[src/rtl/sprite_scanline_renderer.sv]
// sprite_scanline_renderer
// Renders one row of a single 1-bpp sprite per scanline. On line_start the
// sprite attributes are latched and the beam row is tested against the sprite's
// vertical extent. A hit fetches the bitmap row from an external synchronous
// ROM, waits for the beam to reach sprite_x, then shifts the row out as a
// registered pixel stream, magnified by 2^SCALE_LOG2 in both axes.
//
// Ports
//   clk, reset          : clock, synchronous active-high reset
//   line_start          : one-cycle pulse at the start of each scanline
//   hpos, vpos          : current beam position
//   sprite_x, sprite_y  : sprite top-left corner
//   hflip, vflip        : horizontal / vertical mirror
//   enable              : sprite enable
//   rom_addr            : bitmap row address (registered)
//   rom_data            : bitmap row, valid one cycle after rom_addr changes
//   gfx                 : registered pixel-on output
//   active              : high while the drawing window is open
module sprite_scanline_renderer #(
  parameter int SPR_W      = 8,
  parameter int SPR_H      = 16,
  parameter int SCALE_LOG2 = 0,
  parameter int COORD_W    = 9
) (
  input  logic                     clk,
  input  logic                     reset,
  input  logic                     line_start,
  input  logic [COORD_W-1:0]       hpos,
  input  logic [COORD_W-1:0]       vpos,
  input  logic [COORD_W-1:0]       sprite_x,
  input  logic [COORD_W-1:0]       sprite_y,
  input  logic                     hflip,
  input  logic                     vflip,
  input  logic                     enable,
  output logic [$clog2(SPR_H)-1:0] rom_addr,
  input  logic [SPR_W-1:0]         rom_data,
  output logic                     gfx,
  output logic                     active
);
  localparam int AW = $clog2(SPR_H);
  localparam int IW = $clog2(SPR_W);
  // Draw counter spans 0..SPR_W<<SCALE_LOG2 inclusive; its upper IW bits are
  // the pixel index and the low SCALE_LOG2 bits the sub-pixel count.
  localparam int CW = IW + SCALE_LOG2 + 1;
  localparam logic [CW-1:0]      DRAW_LEN = CW'(SPR_W << SCALE_LOG2);
  localparam logic [COORD_W:0]   V_LIM    = (COORD_W+1)'(SPR_H << SCALE_LOG2);

  typedef enum logic [2:0] {IDLE, FETCH, CAPTURE, WAIT_X, DRAW} state_t;

  state_t             state;
  logic [COORD_W-1:0] sx_q;
  logic               hflip_q;
  logic [SPR_W-1:0]   row_buf;
  logic [CW-1:0]      cnt;

  // Extra MSB makes a beam above the sprite come out as a huge unsigned
  // value, so a single compare rejects it: no vertical wrap-around.
  logic [COORD_W:0] dy;
  logic [AW-1:0]    dy_row;
  logic             v_hit;
  logic [IW-1:0]    pidx, pidx_r;
  logic             pix;

  always_comb begin
    dy     = {1'b0, vpos} - {1'b0, sprite_y};
    dy_row = dy[AW+SCALE_LOG2-1 -: AW];
    v_hit  = enable && (dy < V_LIM);
    // Entering DRAW always shows pixel 0; inside DRAW cnt already points at
    // the pixel for the next cycle.
    pidx   = (state == DRAW) ? cnt[IW+SCALE_LOG2-1 -: IW] : '0;
    pidx_r = ~pidx;  // SPR_W-1-idx, SPR_W being a power of two
    pix    = hflip_q ? row_buf[pidx] : row_buf[pidx_r];
  end

  always_ff @(posedge clk) begin
    if (reset) begin
      state    <= IDLE;
      sx_q     <= '0;
      hflip_q  <= 1'b0;
      row_buf  <= '0;
      cnt      <= '0;
      rom_addr <= '0;
      gfx      <= 1'b0;
      active   <= 1'b0;
    end else if (line_start) begin
      // Only attributes needed after this edge are kept; the vertical test
      // and vflip are fully resolved here.
      sx_q    <= sprite_x;
      hflip_q <= hflip;
      cnt     <= '0;
      gfx     <= 1'b0;
      active  <= 1'b0;
      if (v_hit) begin
        // Address goes out during FETCH so the synchronous ROM answers
        // in time for CAPTURE.
        rom_addr <= vflip ? ~dy_row : dy_row;
        state    <= FETCH;
      end else begin
        state <= IDLE;
      end
    end else begin
      case (state)
        FETCH:   state <= CAPTURE;
        CAPTURE: begin
          row_buf <= rom_data;
          state   <= WAIT_X;
        end
        WAIT_X: begin
          if (hpos == sx_q) begin
            state  <= DRAW;
            gfx    <= pix;
            active <= 1'b1;
            cnt    <= CW'(1);
          end
        end
        DRAW: begin
          if (cnt == DRAW_LEN) begin
            state  <= IDLE;
            gfx    <= 1'b0;
            active <= 1'b0;
            cnt    <= '0;
          end else begin
            gfx <= pix;
            cnt <= cnt + CW'(1);
          end
        end
        default: state <= IDLE;
      endcase
    end
  end
endmodule

[config.mk]
export PLATFORM = sky130hd
export DESIGN_NAME = sprite_scanline_renderer
export DESIGN_NICKNAME = d
export VERILOG_FILES = /design/src/rtl/sprite_scanline_renderer.sv
export SDC_FILE = /design/constraint.sdc
export NUM_CORES = 1
export LEC_CHECK = 0
export BUFFER_PORTS_ARGS = -buffer_cell sky130_fd_sc_hd__buf_2
export CORE_ASPECT_RATIO = 1.1
export CORE_UTILIZATION = 25
export CTS_BUF_LIST = sky130_fd_sc_hd__clkbuf_8
export DETAILED_ROUTE_END_ITERATION = 6
export GPL_TIMING_DRIVEN = 0
export PLACE_DENSITY = 0.45
export SYNTH_ARGS = -nofsm -noshare
export SYNTH_HDL_FRONTEND = slang
export SYNTH_SLANG_ARGS = --single-unit
[constraint.sdc]
create_clock -name clk -period 3.35 [get_ports clk]
set_clock_uncertainty 0.15 [all_clocks]
set_input_delay 0.5025 -clock clk [delete_from_list [all_inputs] [get_ports clk]]
set_output_delay 0.5025 -clock clk [all_outputs]
set_load 0.05 [all_outputs]
Yosys cells after proc, flatten, opt, wreduce, memory -nomap -nowiden --
Cells that the tools add are included.
Word-level totals: register bits 31, input bits 50, output and inout bits 6, logic and storage cells 55
Cells by class: add/subtract/negate cells 2, order comparisons 3, equality and inequality tests 10, mux-type cells 21, bitwise operators 3, reduce and logical (&&, ||, !) cells 8
Operators with widths (count):
- 3-bit 2-to-1 mux | 4
- 4-bit 2-to-1 mux | 3
- 3-bit case mux with 4 select lines | 1
- 10-bit by 5-bit < comparator with 1-bit output (second input constant) | 1
- 9-bit by 9-bit subtractor with 10-bit output | 1
- 9-bit == test | 1
- 3-bit by 4-bit < comparator with 1-bit output (second input constant) | 2
- 1-bit 2-to-1 mux | 8
- 4-bit case mux with 2 select lines | 1
- 2-bit AND reduction | 4
- 1-bit binary-select mux with 3-bit select | 2
- 3-bit by 2-bit == test with 1-bit output (second input constant) | 2
- 4-bit by 1-bit adder with 4-bit output (second input constant) | 1
- 4-bit == test (second input constant) | 1
- 4-bit inverter | 1
- 1-bit case mux with 2 select lines | 2
- 3-bit by 1-bit == test with 1-bit output (second input constant) | 1
- 3-bit == test (second input constant) | 1
- 3-bit by 2-bit inequality test with 1-bit output (second input constant) | 1
- 3-bit inequality test (second input constant) | 1
- 3-bit inverter | 1
- 3-bit AND reduction | 1
- 2-bit by 1-bit inequality test with 1-bit output (second input constant) | 1
- 2-bit inequality test (second input constant) | 1
- 4 further kinds | 4

Logic depth before layout (Yosys ltp) --
depth after elaboration 8, gate-level depth with buffers 9, mapped depth without buffers 9

Worst setup path before layout --
OpenSTA, ideal clock, no wires.
path kind in2reg, start point input port vpos[0], end point register rom_addr[0], library setup time 132 ps, arrival time 2474 ps, setup slack 593 ps, stages on the path 9, path through inv_1 ha_1 fa_1 and3b_1 o21a_4 o2111ai_2 or4_4 o31ai_1 a21oi_1
Between the ends: longest elaborated chain between the ends 4, elaborated cells between the ends (all ways) 6, those cells by class add/sub (1); order compare (1); mux (1); bitwise (1); reduce/logical (2)
Ends and longest elaborated chain:
- start, declared | RTL line 29 | input logic [COORD_W-1:0] vpos,
- 9-bit by 9-bit subtractor with 10-bit output (*) | RTL line 65 | dy = {1'b0, vpos} - {1'b0, sprite_y};
- 10-bit by 5-bit < comparator with 1-bit output | RTL line 67 | v_hit = enable && (dy < V_LIM);
- 1-bit logical AND | RTL line 67
- 2-bit AND reduction (no line)
- end signal, assigned | RTL line 96 | rom_addr <= vflip ? ~dy_row : dy_row;
- end, declared | RTL line 35 | output logic [$clog2(SPR_H)-1:0] rom_addr,
Mark *: on every way between the ends. The rest lies on a longest branch, timed or not. A chain may end at the register's enable or synchronous reset.

Final worst setup path --
Same ends and word-level chain as after synthesis.

==> flow_summary.json <==
{
  "setup_viol": 0,
  "ys_types": 55,
  "fin_crit_sh_pct": 80.9,
  "cts_root_buffer": "clkbuf_8",
  "postSynth.asyncResetShare_pct": 0,
  "synth_edf_count": 0,
  "drc": 0,
  "total_power_uw": 832,
  "fmax_mhz": 369,
  "use_met2_pct": 22.1,
  "dp_hpwl_mm": 3.90,
  "yosys.area.top_type": "dfxtp_1",
  "fillers": 840,
  "grt-busiest-layer": "met2",
  "crit_fanout": 4,
  "core_area_sq_mm": 0.00760,
  "yosys_warnings": 0,
  "met1_usage_pct": 14.3,
  "die_w_microns": 87.5,
  "yosys_register_bits": 31,
  "slew_violations": 0,
  "portBuffers": 52,
  "synth_most_common_cell": "dfxtp_1",
  "drt_pass1_iterations": 4,
  "wl_mm": 4.84,
  "nets": 362,
  "io_pins": 56,
  "cts.sinks": 31,
  "syn-num-nets": 303,
  "cts_buffers": 5,
  "rsz0062_at_grt": "false",
  "slowest_stage": "or4_4",
  "gp_congestion": 0.815,
  "path_class": "in2reg",
  "overflow": 0,
  "outcome": "completed",
  "routedWlPerCell_microns": 11.9,
  "clockBufferDepth": 2,
  "p_per_area_mw_per_mm2": 335,
  "critPathMaxStageDelay_ns": 0.55,
  "yosysSeqAreaShare_pct": 30.9,
  "worstSetupEndpointType": "register",
  "dp.cells": 398,
  "synth_commonest_cells": "dfxtp_1 (31), nand2_1 (24), a21oi_1 (22)",
  "grt_first_pass_wirelength_mm": 8.13,
  "cts_tree": "done",
  "grt_use_met3_pct": 3.52,
  "vias": 1906,
  "fin_cells": 406,
  "drv_cap": 0,
  "syn_to_final_growth_pct": 23.7,
  "die_h_microns": 96,
  "clkTransAtPathRegs_ns": 0.06,
  "synth_top_area_share_pct": 30.9,
  "p_leak_uw": 0.00101,
  "critPathArrivalTime_ns": 2.71,
  "ys.flop_type": "dfxtp_1",
  "ir_drop_uv": 125,
  "avgSynthCellArea_sq_um": 8.33,
  "diodes": 0,
  "fin_tns_setup_ns": 0,
  "fin_crit_ns": 2.71,
  "num_rows": 33,
  "antenna_left": 0,
  "antenna_found_initial": 0,
  "hold_viol_final": 0,
  "cp_cell_sequence": "buf_2 > inv_1 > ha_1 > fa_1 > and3b_1 > o21a_4 > o2111ai_2 > or4_4 > o31ai_1 > a21oi_1",
  "syn_area_sq_mm": 0.00201,
  "htree_num_levels": 2,
  "worst_slack_ns": 0.641,
  "synth_area_leaders": "dfxtp_1 (31%), ha_1 (6.9%), mux2i_1 (6.0%), xnor2_1 (5.7%), a21oi_1 (5.5%)",
  "dp_worst_setup_slack_ns": 0.343,
  "cts_resized": 0,
  "clock_latency_ns": 0.28,
  "maxSlewHeadroom_pct": 44.8,
  "cp.required_ns": 3.35,
  "holdCritPathClass": "in2reg",
  "detail_route.vias_per_cell": 4.69,
  "grt_util_all_layers_pct": 12.5,
  "drt_iter0_markers": 35,
  "die_area_sq_mm": 0.00840,
  "cts_setup_buffers": 0,
  "first_global_vias": 1840,
  "worstSetupStartpointType": "input port",
  "synthesis.instances": 241,
  "drive_gt1_share_pct": 23.3,
  "grt_max_degree": 11,
  "hold_buffers": 0,
  "worstMarginPinSlew_ns": 0.822,
  "start_util_pct": 26.4
}
-- metal layers --
layer	wire length, microns	vias up
met1	2130	878
met2	2450	46
li1	-	978
met5	0	-
met4	51	0
met3	212	4
-- worst paths after layout --
| check | from | to | slack [ns] | depth (start not counted) |
|---|---|---|---|---|
| hold reg to reg | active$_SDFFE_PP0P_ | active$_SDFFE_PP0P_ | 0.31 | 2 |
| hold / removal | rom_data[6] | row_buf[6]$_SDFFE_PP0P_ | 0.31 | 3 |
| setup reg to reg | state[0]$_SDFFE_PP0P_ | gfx$_SDFFE_PP0P_ | 1.32 | 7 |
| setup / recovery | vpos[0] | rom_addr[0]$_SDFFE_PP0P_ | 0.64 | 10 |
-- critical path: cells and delay by family --
kind | cells | cell delay, ns
adders and majority gates | 2 | 0.63
buffers and inverters | 2 | 0.11
AOI/OAI and AO/OA | 4 | 0.60
and+or+nand+nor | 2 | 0.85
-- final cells by class --
cell class | instances | area, sq um | share of cell area [%]
well taps | 105 | 131 | 5.29
clock inverters | 3 | 15.0 | 0.605
inverters | 18 | 67.6 | 2.72
multi-input cells | 180 | 1270 | 51.0
repair buffers | 52 | 260 | 10.5
clock buffers | 5 | 68.8 | 2.77
plain buffers | 12 | 53.8 | 2.17
flip-flops and latches | 31 | 621 | 25.0
-- placed cells by master, fill, tap and decap left out, types with 2 or more instances in the layout --
cell type  netlist  final
nor2_1          19     19
o21ai_1          5      5
nand4_1          5      5
nand2b_1         5      5
a211oi_1         4      4
mux2i_1         12     12
ha_1            11     11
inv_1           17     17
a31oi_1          5      5
clkbuf_8         0      5
xor2_1           2      2
nor3_1           5      5
a21o_1           2      2
nand3_1          2      2
xnor2_1         13     13
clkinv_2         0      3
clkbuf_1        10     10
o21a_1           2      2
o31ai_1          2      2
dfxtp_1         31     31
a21oi_1         22     22
nor2b_1          4      4
buf_2            1     53
nand2_1         24     24
a311oi_1         2      2
o21ai_0          3      3
a32oi_1          2      2
mux4_2           2      2
-- metrics by stage --
step                      hold slack (ns)  cell area (sq um)  utilization, %
after floorplan                     0.285               2010               -
final                               0.308               2480            32.7
after global placement              0.300               2400            31.6
after global routing                0.309               2480            32.7
after CTS                           0.300               2480            32.7
after detailed placement            0.306               2400            31.6
-- registers in the layout, indices dropped and copies added (netlist names) --
register	flops
state	3
hflip_q	1
rom_addr	4
row_buf	8
gfx	1
active	1
sx_q	9
cnt	4
-- power breakdown --
part	switching (uW)	internal, uW
Clock	138	142
Sequential	4.72	376
Combinational	89.9	81.6
Total	233	599
-- cells by family after synthesis --
logic type	count (synthesis)	share of synthesized area, %
xor gates and xnor gates	15	6.54
buffers and inverters	30	6.04
muxes	14	8.22
DFF	31	30.9
and+or+nand+nor	74	18.3
adders and majority gates	12	7.85
AOI/OAI and AO/OA	65	22.2
No activity file was read; power rests on OpenSTA's default activity.
